<file path="src/rtl/updown_pattern_tx.sv">
// -----------------------------------------------------------------------------
// updown_pattern_tx
// Transmit side of the enable/data capture link. On a start pulse it sends a
// burst of BURST_LEN words, beginning at seed and moving by step each word
// (up when dir=0, down when dir=1, wrapping modulo 2^DATA_W). Each word is
// held with enable=1 until the receiver takes it with next=1. After every
// accepted word except the last, enable is held low for GAP_CYCLES cycles.
//
// Ports
//   clock1    in   system clock, all logic on posedge
//   rst       in   synchronous active-high reset
//   start     in   burst request, only looked at while idle
//   dir       in   0 = increment, 1 = decrement (latched at start)
//   seed      in   first word of the burst (loaded at start)
//   step      in   delta between words (latched at start)
//   next      in   receiver ready; transfer when enable & next at posedge
//   enable    out  data_out valid
//   data_out  out  current word
//   busy      out  high outside IDLE
//   done      out  one-cycle pulse after the last transfer
//   word_cnt  out  words accepted in the current / last burst
// -----------------------------------------------------------------------------
module updown_pattern_tx #(
    parameter int DATA_W     = 4,
    parameter int BURST_LEN  = 8,
    parameter int GAP_CYCLES = 2
) (
    input  logic              clock1,
    input  logic              rst,
    input  logic              start,
    input  logic              dir,
    input  logic [DATA_W-1:0] seed,
    input  logic [DATA_W-1:0] step,
    input  logic              next,
    output logic              enable,
    output logic [DATA_W-1:0] data_out,
    output logic              busy,
    output logic              done,
    output logic [7:0]        word_cnt
);

    localparam logic [7:0] LEN    = 8'(BURST_LEN);
    localparam logic [3:0] GAP_LD = 4'(GAP_CYCLES);

    typedef enum logic [1:0] {IDLE, SEND, GAP, FIN} state_t;

    state_t            r_state, w_state_nxt;
    logic              r_dir, w_dir_nxt;
    logic [DATA_W-1:0] r_step, w_step_nxt;
    logic [DATA_W-1:0] r_data, w_data_nxt;
    logic              r_en, w_en_nxt;
    logic              r_busy, w_busy_nxt;
    logic              r_done, w_done_nxt;
    logic [7:0]        r_cnt, w_cnt_nxt;
    logic [3:0]        r_gap, w_gap_nxt;

    logic [DATA_W-1:0] w_next_word;
    logic [7:0]        w_cnt_inc;

    // Arithmetic wraps naturally at DATA_W bits.
    assign w_next_word = r_dir ? (r_data - r_step) : (r_data + r_step);
    assign w_cnt_inc   = r_cnt + 8'd1;

    always_ff @(posedge clock1) begin
        if (rst) begin
            r_state <= IDLE;
            r_dir   <= 1'b0;
            r_step  <= '0;
            r_data  <= '0;
            r_en    <= 1'b0;
            r_busy  <= 1'b0;
            r_done  <= 1'b0;
            r_cnt   <= '0;
            r_gap   <= '0;
        end else begin
            r_state <= w_state_nxt;
            r_dir   <= w_dir_nxt;
            r_step  <= w_step_nxt;
            r_data  <= w_data_nxt;
            r_en    <= w_en_nxt;
            r_busy  <= w_busy_nxt;
            r_done  <= w_done_nxt;
            r_cnt   <= w_cnt_nxt;
            r_gap   <= w_gap_nxt;
        end
    end

    always_comb begin
        w_state_nxt = r_state;
        w_dir_nxt   = r_dir;
        w_step_nxt  = r_step;
        w_data_nxt  = r_data;
        w_en_nxt    = r_en;
        w_busy_nxt  = r_busy;
        w_done_nxt  = 1'b0;
        w_cnt_nxt   = r_cnt;
        w_gap_nxt   = r_gap;
        case (r_state)
            IDLE: begin
                w_en_nxt   = 1'b0;
                w_busy_nxt = 1'b0;
                if (start) begin
                    w_dir_nxt   = dir;
                    w_step_nxt  = step;
                    w_data_nxt  = seed;
                    w_cnt_nxt   = '0;
                    w_en_nxt    = 1'b1;
                    w_busy_nxt  = 1'b1;
                    w_state_nxt = SEND;
                end
            end
            SEND: begin
                // enable is always high here, so next alone marks a transfer
                if (next) begin
                    w_cnt_nxt  = w_cnt_inc;
                    w_data_nxt = w_next_word;
                    if (w_cnt_inc == LEN) begin
                        w_en_nxt    = 1'b0;
                        w_done_nxt  = 1'b1;
                        w_state_nxt = FIN;
                    end else if (GAP_CYCLES == 0) begin
                        w_en_nxt = 1'b1;
                    end else begin
                        w_en_nxt    = 1'b0;
                        w_gap_nxt   = GAP_LD;
                        w_state_nxt = GAP;
                    end
                end
            end
            GAP: begin
                // Counter value 1 is the last low cycle; enable comes back
                // registered so the gap is exactly GAP_CYCLES long.
                if (r_gap <= 4'd1) begin
                    w_en_nxt    = 1'b1;
                    w_state_nxt = SEND;
                end else begin
                    w_gap_nxt = r_gap - 4'd1;
                end
            end
            FIN: begin
                w_en_nxt    = 1'b0;
                w_busy_nxt  = 1'b0;
                w_state_nxt = IDLE;
            end
            default: w_state_nxt = IDLE;
        endcase
    end

    assign enable   = r_en;
    assign data_out = r_data;
    assign busy     = r_busy;
    assign done     = r_done;
    assign word_cnt = r_cnt;

endmodule

</file>
<file path="config.mk">
export PLATFORM = sky130hd
export DESIGN_NAME = updown_pattern_tx
export DESIGN_NICKNAME = d
export VERILOG_FILES = /design/src/rtl/updown_pattern_tx.sv
export SDC_FILE = /design/constraint.sdc
export NUM_CORES = 1
export LEC_CHECK = 0
export ABC_AREA = 1
export BUFFER_PORTS_ARGS = -buffer_cell sky130_fd_sc_hd__buf_2
export CORE_ASPECT_RATIO = 1.25
export CORE_MARGIN = 3
export CORE_UTILIZATION = 50
export CTS_CLUSTER_SIZE = 28
export DETAILED_ROUTE_END_ITERATION = 6
export PLACE_DENSITY_LB_ADDON = 0.25
export SETUP_SLACK_MARGIN = 0.15
export SLEW_MARGIN = 20
export SYNTH_ARGS = -nofsm -noshare
export SYNTH_HDL_FRONTEND = slang
export SYNTH_SLANG_ARGS = --single-unit
</file>
<file path="constraint.sdc">
create_clock -name clock1 -period 1.71 [get_ports clock1]
set_input_delay 0.4275 -clock clock1 [delete_from_list [all_inputs] [get_ports clock1]]
set_output_delay 0.4275 -clock clock1 [all_outputs]
set_load 0.01 [all_outputs]
</file>
==> results.rst, run 1 <==
.. list-table::
   :header-rows: 1

   * - Metric
     - Value
   * - Number of synthesis warnings
     - 0
   * - Failing checks
     - setup timing
   * - NumNets Final
     - 299
   * - Grt ovf
     - 0
   * - FF/Latch Area
     - 537 um2
   * - Area growth, synth to finish
     - 30.4%
   * - Synth Register Bits
     - 26
   * - Fraction of synthesized area in multiplexers
     - 0
   * - Clk Tree Root Cell
     - clkbuf_4
   * - # hold bufs at CTS
     - 0
   * - Cells traversed along the worst timing path
     - inv_2 -> ha_4 -> nor2_4 -> xor2_1 -> ha_1 -> nand2_1 -> o21ai_2 -> inv_1 -> nand3_1 -> nand3_1 -> nand2_1 -> a21oi_2
   * - Fraction of layout cells with a size suffix above 1
     - 0.389
   * - Period utilization
     - 1.01
   * - Type of the tightest min-delay check
     - in -> reg
   * - Detailed placement HPWL
     - 2470 um
   * - Cell with the largest stage delay on the worst path
     - dfxtp_2
   * - Starting Density
     - 0.533
   * - Net Count, Synth
     - 253
   * - Skew-Pair Late Insertion Delay
     - 0.32 ns
   * - Critical Path RT
     - 1.93 ns
   * - Dominant delay contributor by cell family on the critical path
     - adder cells
   * - Unrepaired setup endpoints after global routing
     - yes
   * - Critical path buffers and inverters
     - 2
   * - Transition at the pin with the smallest max-transition slack
     - 0.391 ns
   * - Buffers added on ports
     - 27
   * - Initial antenna violation count
     - 0
   * - Library cells used by synthesis
     - 32
   * - Gpl congestion
     - 0.805
   * - Standard cell core area
     - 3030 um2
   * - Buffers from clock root to sink, at most
     - 2
   * - Mean post-synth cell area
     - 7.15 um2
   * - Leakage Power
     - 0.947 nW
   * - Xor/xnor share of the synthesized area
     - 0.0163
   * - Crit path max fanout
     - 3
   * - Fillers
     - 266
   * - Total power divided by cell area
     - 1620 nW/um2
   * - Number of setup violations in the final report
     - 1
   * - Endpoint class of the critical path
     - flop
   * - Startpoint kind of the worst setup timing path
     - flop
   * - DRT Pass-1 Iters
     - 4
   * - Part of the Yosys area used for sequential elements
     - 0.322
   * - Final Max Slew Viols
     - 0
   * - Synthesized netlist cell count
     - 226
   * - Detailed-route vias per instance
     - 5.06
   * - Setup ws final
     - -0.0230 ns
   * - Synthesized-area fraction occupied by ao, oa, aoi and oai cells
     - 0.165
   * - Max-slew headroom at the worst pin
     - 0.739
   * - Run status
     - complete, but fails checks
   * - Detailed-route DRC error count
     - 0
   * - Number of max-capacitance violations reported
     - 0
   * - Average routed wire per standard cell
     - 11.3 um
   * - Main combinational cell family by area after synthesis
     - simple AND/OR/NAND/NOR gates
   * - Peak ir drop on the vdd network
     - 1.07 mV
   * - Pin count of the biggest net entering global routing
     - 15
   * - Maximum level of the CTS H-tree
     - 1
   * - Total CTS buffers
     - 3
   * - Number of cells in the design after placement
     - 296
   * - Global routing usage summed across all routing layers
     - 0.182
   * - Final worst hold slack
     - 0.357 ns
   * - Arrival time reported for the critical path endpoint
     - 1.96 ns
   * - Sum of negative setup slack
     - -0.0230 ns
   * - Slowest Stage Delay on Critical Path
     - 0.35 ns
   * - I/O pin cnt
     - 28
   * - Area occupied by multi-input gates
     - 1100 um2
   * - Overall via count from detail_route
     - 1,549
   * - Standard-cell row count
     - 22
   * - Die W
     - 56.8 um
   * - Power, Total
     - 3.40 mW
   * - Area share of fa/ha/maj cells after synthesis
     - 0.113
   * - First-pass GRT wire length
     - 5930 um
   * - Clock transition at the register clock pins on the worst setup and hold paths after CTS
     - 0.13 ns
   * - Clock tree from TritonCTS
     - yes
   * - Wirelength, routed
     - 3470 um
   * - Fmax
     - 577 MHz
   * - Via count of the first global-routing pass
     - 1,394
   * - Non-filler cells, final
     - 306
   * - Inserted Diodes
     - 0
   * - Worst setup timing slack at the placement stage
     - -0.0402 ns
   * - Critical path class
     - reg -> reg
   * - Number of design-rule violations left by the first detailed-router iteration
     - 36
   * - Clk_skew
     - 0.00960 ns
   * - Die footprint
     - 3950 um2
   * - Antenna violation net count after detailed routing
     - 0
   * - Height of the die
     - 69.5 um
   * - Post-synthesis share of cell area spent on and, or, nand and nor gates
     - 0.297
   * - Cell area after technology mapping
     - 1620 um2
   * - Fin. Hold Viols
     - 0
   * - Total clock sinks
     - 26
   * - Post-layout minimum cycle time
     - 1.73 ns
[cells by family after synthesis]
kind of cell             Yosys count
AO/OA/AOI/OAI                     45
XOR/XNOR                           3
adder cells (fa/ha/maj)           14
buffers and inverters             36
AND/OR/NAND/NOR                  102
flip-flops                        26
[sequential cells by signal, indices dropped and copies added, names as in the netlist]
| signal | flops |
|---|---|
| word_cnt | 8 |
| data_out | 4 |
| r_gap | 4 |
| r_step | 4 |
| r_state | 2 |
| busy | 1 |
| done | 1 |
| enable | 1 |
| r_dir | 1 |
[per-layer routing]
layer | track usage | up-vias | routed length [um]
met5 | 0 | - | 0
met4 | 0.0799 | 0 | 121
met3 | 0.0223 | 11 | 134
met2 | 0.285 | 37 | 1670
met1 | 0.247 | 688 | 1550
li1 | - | 813 | -
[metrics by stage]
stage	area (um2)	util
2_1_floorplan	1630	-
3_3_place_gp	1870	0.619
3_5_place_dp	1870	0.619
4_1_cts	1940	0.640
5_1_grt	2110	0.696
6_report	2110	0.696
[report_power, final]
part           total [mW]  internal [mW]  switching, mW
sequential          0.938          0.797          0.141
clock               0.255         0.0826          0.172
combinational        2.21          0.996           1.22
total                3.40           1.88           1.53
[cells in the mapped netlist (all sizes together)]
cell,count,area (um2)
nand4,1,6.26
nor3,2,10.0
a31oi,1,6.26
nor2,24,118
a211oi,3,22.5
clkinv,3,12.5
inv,30,113
fa,1,20.0
xor2,3,26.3
buf,2,10.0
o21ai,16,91.3
o2111a,1,11.3
nand3b,3,22.5
dfxtp,26,521
nand3,9,60.1
clkbuf,1,3.75
a21oi,21,109
a21boi,1,11.3
o21a,1,7.51
ha,13,163
a22oi,1,7.51
nand2,63,264
[what timing repair did]
action	CTS	global route
pin swaps	8	10
resized for setup	7	38
setup buffers	2	5
endpoints found under the setup margin	8	16
[cells in the final DEF, fill, tap and decap left out, types with 2 or more instances in the layout]
cell | synthesis | final
dfxtp_2 | 0 | 7
nor2_2 | 2 | 3
inv_1 | 28 | 23
xor2_1 | 3 | 3
nor2_1 | 19 | 17
dfxtp_4 | 0 | 2
a211oi_1 | 3 | 2
nand2_4 | 2 | 3
ha_4 | 0 | 5
buf_2 | 2 | 27
nand3_2 | 3 | 3
clkinv_1 | 2 | 2
a21oi_2 | 1 | 4
inv_2 | 2 | 6
nand3b_1 | 3 | 3
o21ai_0 | 12 | 8
nor2_4 | 3 | 4
buf_4 | 0 | 13
buf_6 | 0 | 4
ha_1 | 13 | 6
clkbuf_4 | 0 | 3
o21ai_2 | 3 | 5
nor3_1 | 2 | 2
a21oi_1 | 20 | 17
nand3_1 | 6 | 6
ha_2 | 0 | 2
dfxtp_1 | 26 | 17
nand2_2 | 5 | 8
nand2_1 | 56 | 52
o21ai_1 | 1 | 2
[final timing paths]
kind	slack, ns	depth (start not counted)	to	start
max	-0.02	12	data_out[3]	r_step[0]
min	0.36	3	done	next
max reg2reg	-0.02	12	data_out[3]	r_step[0]
min reg2reg	0.47	2	busy	busy
[tightest hold or removal path, delay by kind of cell]
| kind | cells | cell delay [ns] |
|---|---|---|
| and+or+nand+nor | 1 | 0.05 |
| buffers and inverters | 2 | 0.16 |
[cell type report]
| class | count | area share |
|---|---|---|
| Sequential cell | 26 | 0.255 |
| Multi-Input combinational cell | 164 | 0.520 |
| Timing Repair Buffer | 44 | 0.132 |
| Tap cell | 36 | 0.0214 |
| Inverter | 33 | 0.0612 |
| Clock buffer | 3 | 0.0107 |
(Power assumes the default switching activity.)
==> run 2, diff against run 1 <==
- BUFFER_PORTS_ARGS: -buffer_cell sky130_fd_sc_hd__buf_2 -> not set
- CORE_UTILIZATION: 50 -> 56
- DONT_BUFFER_PORTS: not set -> 1
- RECOVER_POWER: not set -> 25
==> run 2 against run 1 <==
The flow still finishes with violations (setup timing). Power down 8.6%. Sequential share of layout area up 2.6 points. Maximum frequency up 0.22%. Critical path depth unchanged. Worst setup slack better by 0.0037 ns. Global-route usage up 2.6 points.
==> results.rst, run 2 (synthesis results as in run 1) <==
.. list-table::
   :header-rows: 1

   * - Metric
     - Value
   * - Number of design-rule violations left by the first detailed-router iteration
     - 36
   * - Number of flip-flops in the largest register
     - 8
   * - Final worst hold slack
     - 0.156 ns
   * - Worst setup timing slack at the placement stage
     - -0.0651 ns
   * - Number of setup violations in the final report
     - 1
   * - Leading cell type in the layout, fill and taps excluded
     - nand2_1
   * - Post-layout minimum cycle time
     - 1.73 ns
   * - Buffers from clock root to sink, at most
     - 2
   * - Die W
     - 54.0 um
   * - Clock tree from TritonCTS
     - yes
   * - Endpoint class of the critical path
     - flop
   * - Peak ir drop on the vdd network
     - 0.956 mV
   * - Transition at the pin with the smallest max-transition slack
     - 0.410 ns
   * - Clk_skew
     - 0.00182 ns
   * - Number of max-capacitance violations reported
     - 0
   * - Failing checks
     - setup timing
   * - Setup ws final
     - -0.0193 ns
   * - Leakage Power
     - 0.811 nW
   * - # hold bufs at CTS
     - 0
   * - Total clock sinks
     - 26
   * - Gpl congestion
     - 0.791
   * - Final core utilization
     - 0.698
   * - Global routing usage summed across all routing layers
     - 0.208
   * - Detailed-route vias per instance
     - 5.19
   * - Inserted Diodes
     - 0
   * - Total CTS buffers
     - 3
   * - Average routed wire per standard cell
     - 12.6 um
   * - Run status
     - complete, but fails checks
   * - Standard cell core area
     - 2710 um2
   * - Maximum level of the CTS H-tree
     - 1
   * - Starting Density
     - 0.597
   * - Pin count of the biggest net entering global routing
     - 15
   * - Die footprint
     - 3570 um2
   * - Type of the tightest min-delay check
     - in -> reg
   * - Commonest cells after routing, fill and taps aside
     - 55 x nand2_1, 23 x inv_1, 19 x a21oi_1
   * - Initial antenna violation count
     - 0
   * - Critical Path RT
     - 1.97 ns
   * - Fillers
     - 244
   * - Area growth, synth to finish
     - 17.0%
   * - DRT Pass-1 Iters
     - 4
   * - Clock transition at the register clock pins on the worst setup and hold paths after CTS
     - 0.13 ns
   * - Height of the die
     - 66.0 um
   * - First-pass GRT wire length
     - 5570 um
   * - Final Instance Area
     - 1890 um2
   * - Unrepaired setup endpoints after global routing
     - yes
   * - Non-filler cells, final
     - 275
   * - NumNets Final
     - 270
   * - Startpoint kind of the worst setup timing path
     - flop
   * - Wirelength, routed
     - 3470 um
   * - Area post-placement
     - 1740 um2
   * - Overall via count from detail_route
     - 1,426
   * - Fmax
     - 578 MHz
   * - Crit path max fanout
     - 4
   * - Detailed placement HPWL
     - 2550 um
   * - Via count of the first global-routing pass
     - 1,322
   * - Period utilization
     - 1.01
   * - Standard-cell row count
     - 21
   * - I/O pin cnt
     - 28
   * - Arrival time reported for the critical path endpoint
     - 1.99 ns
   * - Buffers added on ports
     - 0
   * - Grt ovf
     - 0
   * - Skew-Pair Late Insertion Delay
     - 0.31 ns
   * - Number of cells in the design after placement
     - 267
   * - Total power divided by cell area
     - 1650 nW/um2
   * - Antenna violation net count after detailed routing
     - 0
   * - Critical path class
     - reg -> reg
   * - Fin. Hold Viols
     - 0
   * - Detailed-route DRC error count
     - 0
   * - Clk Tree Root Cell
     - clkbuf_4
   * - Final Max Slew Viols
     - 0
   * - Fraction of layout cells with a size suffix above 1
     - 0.278
   * - Max-slew headroom at the worst pin
     - 0.726
-- run 2: cell count changes in the layout (fill, tap and decap cells not counted), sizes merged --
cell,delta
inv,+1
buf,-29
clkinvlp,-1
-- run 2: final cells by class --
cell class	count	area, um2	area share
clock buffers	3	22.5	0.0119
repair buffers	15	113	0.0596
flip-flops and latches	26	531	0.281
well taps	34	42.5	0.0225
inverters	33	128	0.0675
multi-input cells	164	1050	0.558
-- run 2: repair_timing --
| action | in CTS | in global routing |
|---|---|---|
| setup buffers | 4 | 1 |
| pin swaps | 7 | 6 |
| endpoints found under the setup margin | 12 | 17 |
| resized for setup | 5 | 27 |
| endpoints found under the hold margin | 0 | 0 |
-- run 2: per-stage QoR --
stage	setup TNS, ns	total power, mW
after global routing	-0.124	3.42
after floorplan	0	2.16
final	-0.0193	3.11
after CTS	0	2.89
after detailed placement	-0.0651	2.56
after global placement	0	2.48
-- run 2: critical path: stages (launching register included) --
cell and delay, ns:
dfxtp_2 0.34, inv_2 0.08, ha_4 0.15, nor2_4 0.03
xor2_1 0.16, ha_1 0.36, a21oi_2 0.16, o21ai_2 0.07
inv_1 0.05, nand3_1 0.06, nand3_1 0.06, nand2_1 0.06
a21oi_2 0.10
-- run 2: where the power goes --
group	total, mW	internal (mW)	switching [mW]
sequential	0.991	0.791	0.199
clock	0.252	0.0824	0.169
combinational	1.87	0.812	1.06
total	3.11	1.69	1.43
-- run 2: path summary, 6_finish.rpt --
check        startpoint           to  slack, ns  cells after the start
max reg2reg   r_step[1]  data_out[3]      -0.02                     12
min                 rst  word_cnt[1]       0.16                      1
min reg2reg        busy         busy       0.51                      2
max           r_step[1]  data_out[3]      -0.02                     12
-- run 2: metal layers --
layer / vias to the layer above / share of wire / global-route usage
met5: - / 0 / 0
met4: 0 / 0.0069 / 0.0561
met3: 2 / 0.053 / 0.0384
met2: 31 / 0.52 / 0.386
met1: 641 / 0.42 / 0.231
li1: 752 / - / -
==> run 3, diff against run 2 <==
==> constraint.sdc (replaced) <==
create_clock -name clock1 -period 1.71 [get_ports clock1]
set_input_delay 0.4275 -clock clock1 [delete_from_list [all_inputs] [get_ports clock1]]
set_output_delay 0.4275 -clock clock1 [all_outputs]
set_load 0.05 [all_outputs]
==> run 3 against run 2 <==
The flow still finishes with violations (setup timing). Maximum frequency decreased by 0.71%. Worst hold slack got worse by 0.023 ns. Combinational power increased by 16%. Critical path depth unchanged. Non-clock buffer count increased by 7. First-iteration DRC count increased by 8.3%.
==> results.rst, run 3 (synthesis results as in run 1) <==
.. list-table::
   :header-rows: 1

   * - Metric
     - Value
   * - Buffers added on ports
     - 0
   * - Peak ir drop on the vdd network
     - 1.33 mV
   * - Total net switching power
     - 1.71 mW
   * - Number of setup violations in the final report
     - 1
   * - Inserted Diodes
     - 0
   * - Grt ovf
     - 0
   * - Global-route met1 utilization
     - 0.243
   * - Detailed-route DRC error count
     - 0
   * - Total CTS buffers
     - 3
   * - Run status
     - complete, but fails checks
   * - Global-route track usage on met3
     - 0.0316
   * - Setup ws final
     - -0.0317 ns
   * - Gpl congestion
     - 0.750
   * - Worst setup timing slack at the placement stage
     - -0.0410 ns
   * - Clk_skew
     - 0.0115 ns
   * - Standard-cell row count
     - 21
   * - Leading cell type in the layout, fill and taps excluded
     - nand2_1
   * - Critical path class
     - reg -> reg
   * - Failing checks
     - setup timing
   * - Detailed-route vias per instance
     - 5.22
   * - Via count of the first global-routing pass
     - 1,263
   * - Area occupied by multi-input gates
     - 1070 um2
   * - Max-slew headroom at the worst pin
     - 0.642
   * - Combinational Power Share
     - 0.624
   * - Pin count of the biggest net entering global routing
     - 15
   * - Global-route layer with the greatest usage
     - met2
   * - Worst-case register-to-register setup slack
     - -0.03 ns
   * - Detailed placement HPWL
     - 2540 um
   * - Unrepaired setup endpoints after global routing
     - yes
   * - Global routing usage summed across all routing layers
     - 0.200
   * - Overall via count from detail_route
     - 1,478
   * - Initial antenna violation count
     - 0
   * - Number of max-capacitance violations reported
     - 0
   * - Total power divided by cell area
     - 1760 nW/um2
   * - First-pass GRT wire length
     - 5350 um
   * - Type of the tightest min-delay check
     - in -> reg
   * - Endpoint class of the critical path
     - flop
   * - Transition at the pin with the smallest max-transition slack
     - 0.536 ns
   * - Arrival time reported for the critical path endpoint
     - 2.02 ns
   * - Fin. Hold Viols
     - 0
   * - Area growth, synth to finish
     - 21.8%
   * - Switching share of total power
     - 0.495
   * - Fmax
     - 574 MHz
   * - I/O pin cnt
     - 28
   * - Standard cell core area
     - 2710 um2
   * - Starting Density
     - 0.597
   * - Commonest cells after routing, fill and taps aside
     - 53 x nand2_1, 24 x inv_1, 19 x a21oi_1
   * - Critical Path RT
     - 1.99 ns
   * - Die W
     - 54.0 um
   * - Period utilization
     - 1.02
   * - Clock tree from TritonCTS
     - yes
   * - Total clock sinks
     - 26
   * - Grt met2 use
     - 0.339
   * - Skew-Pair Late Insertion Delay
     - 0.33 ns
   * - Seq pwr share
     - 0.297
   * - Average routed wire per standard cell
     - 12.6 um
   * - Height of the die
     - 66.0 um
   * - Crit path max fanout
     - 4
   * - Fillers
     - 232
   * - Antenna violation net count after detailed routing
     - 0
   * - Leakage Power
     - 0.855 nW
   * - NumNets Final
     - 277
   * - Post-layout minimum cycle time
     - 1.74 ns
   * - Startpoint kind of the worst setup timing path
     - flop
   * - Maximum level of the CTS H-tree
     - 1
   * - Share of total power in the clock network
     - 0.079
   * - Fraction of layout cells with a size suffix above 1
     - 0.321
   * - Clk Tree Root Cell
     - clkbuf_4
   * - Number of flip-flops in the largest register
     - 8
   * - Buffers from clock root to sink, at most
     - 2
   * - Sum of negative setup slack
     - -0.0317 ns
   * - Number of design-rule violations left by the first detailed-router iteration
     - 39
   * - FF/Latch Area
     - 543 um2
   * - Final Max Slew Viols
     - 0
   * - Die footprint
     - 3570 um2
   * - Clock transition at the register clock pins on the worst setup and hold paths after CTS
     - 0.14 ns
   * - Internal power of the cells
     - 1.74 mW
   * - Wirelength, routed
     - 3570 um
   * - DRT Pass-1 Iters
     - 4
-- run 3: what timing repair did --
action | in CTS | in global routing
endpoints found under the setup margin | 16 | 19
hold buffers | 0 | 0
gates resized for setup | 1 | 33
pin swaps | 5 | 10
setup buffers | 0 | 4
hold endpoints to repair | 0 | 0
-- run 3: final timing paths --
check | start | depth (start not counted) | endpoint
worst min register to register | word_cnt[7] | 2 | word_cnt[7]
worst max-delay path | r_step[0] | 12 | data_out[3]
worst max register to register | r_step[0] | 12 | data_out[3]
worst min-delay path | rst | 1 | word_cnt[1]
-- run 3: metrics by stage --
| step | util | total power [mW] | std cells | cell area (um2) | hold slack [ns] |
|---|---|---|---|---|---|
| after floorplan | - | 2.37 | 226 | 1650 | 0.452 |
| after global placement | 0.669 | 2.76 | 275 | 1810 | 0.480 |
| after detailed placement | 0.669 | 2.83 | 275 | 1810 | 0.482 |
| after CTS | 0.680 | 3.11 | 279 | 1840 | 0.135 |
| after global routing | 0.727 | 3.75 | 283 | 1970 | 0.111 |
| final | 0.727 | 3.46 | 283 | 1970 | 0.133 |
-- run 3: final cells by class --
type	instances	share of cell area
Clock buffer	4	0.0134
Inverter	33	0.0649
Multi-Input combinational cell	164	0.546
Sequential cell	26	0.276
Tap cell	34	0.0216
Timing Repair Buffer	22	0.0782
-- run 3: power groups by stage --
stage	Sequential [mW]	Clock, mW	Combinational (mW)
2_1_floorplan	1.16	0	1.21
3_3_place_gp	1.00	0	1.76
6_report	1.03	0.273	2.16
4_1_cts	1.00	0.275	1.84
5_1_grt	1.05	0.302	2.40
3_5_place_dp	1.01	0	1.82
-- run 3: per-layer routing --
layer  routed length, um  vias to the layer above
met2                1810                       40
li1                    -                      770
met3                 209                        7
met5                   0                        -
met4                  73                        0
met1                1470                      661
-- run 3: critical path, stage by stage (launching register included) --
cell,delay (ns)
dfxtp_2,0.35
inv_2,0.08
ha_4,0.14
nor2_4,0.03
xor2_1,0.16
ha_1,0.35
a21oi_2,0.17
o21ai_2,0.07
inv_1,0.07
nand3_2,0.06
nand3_2,0.08
nand2_2,0.05
a21oi_2,0.10
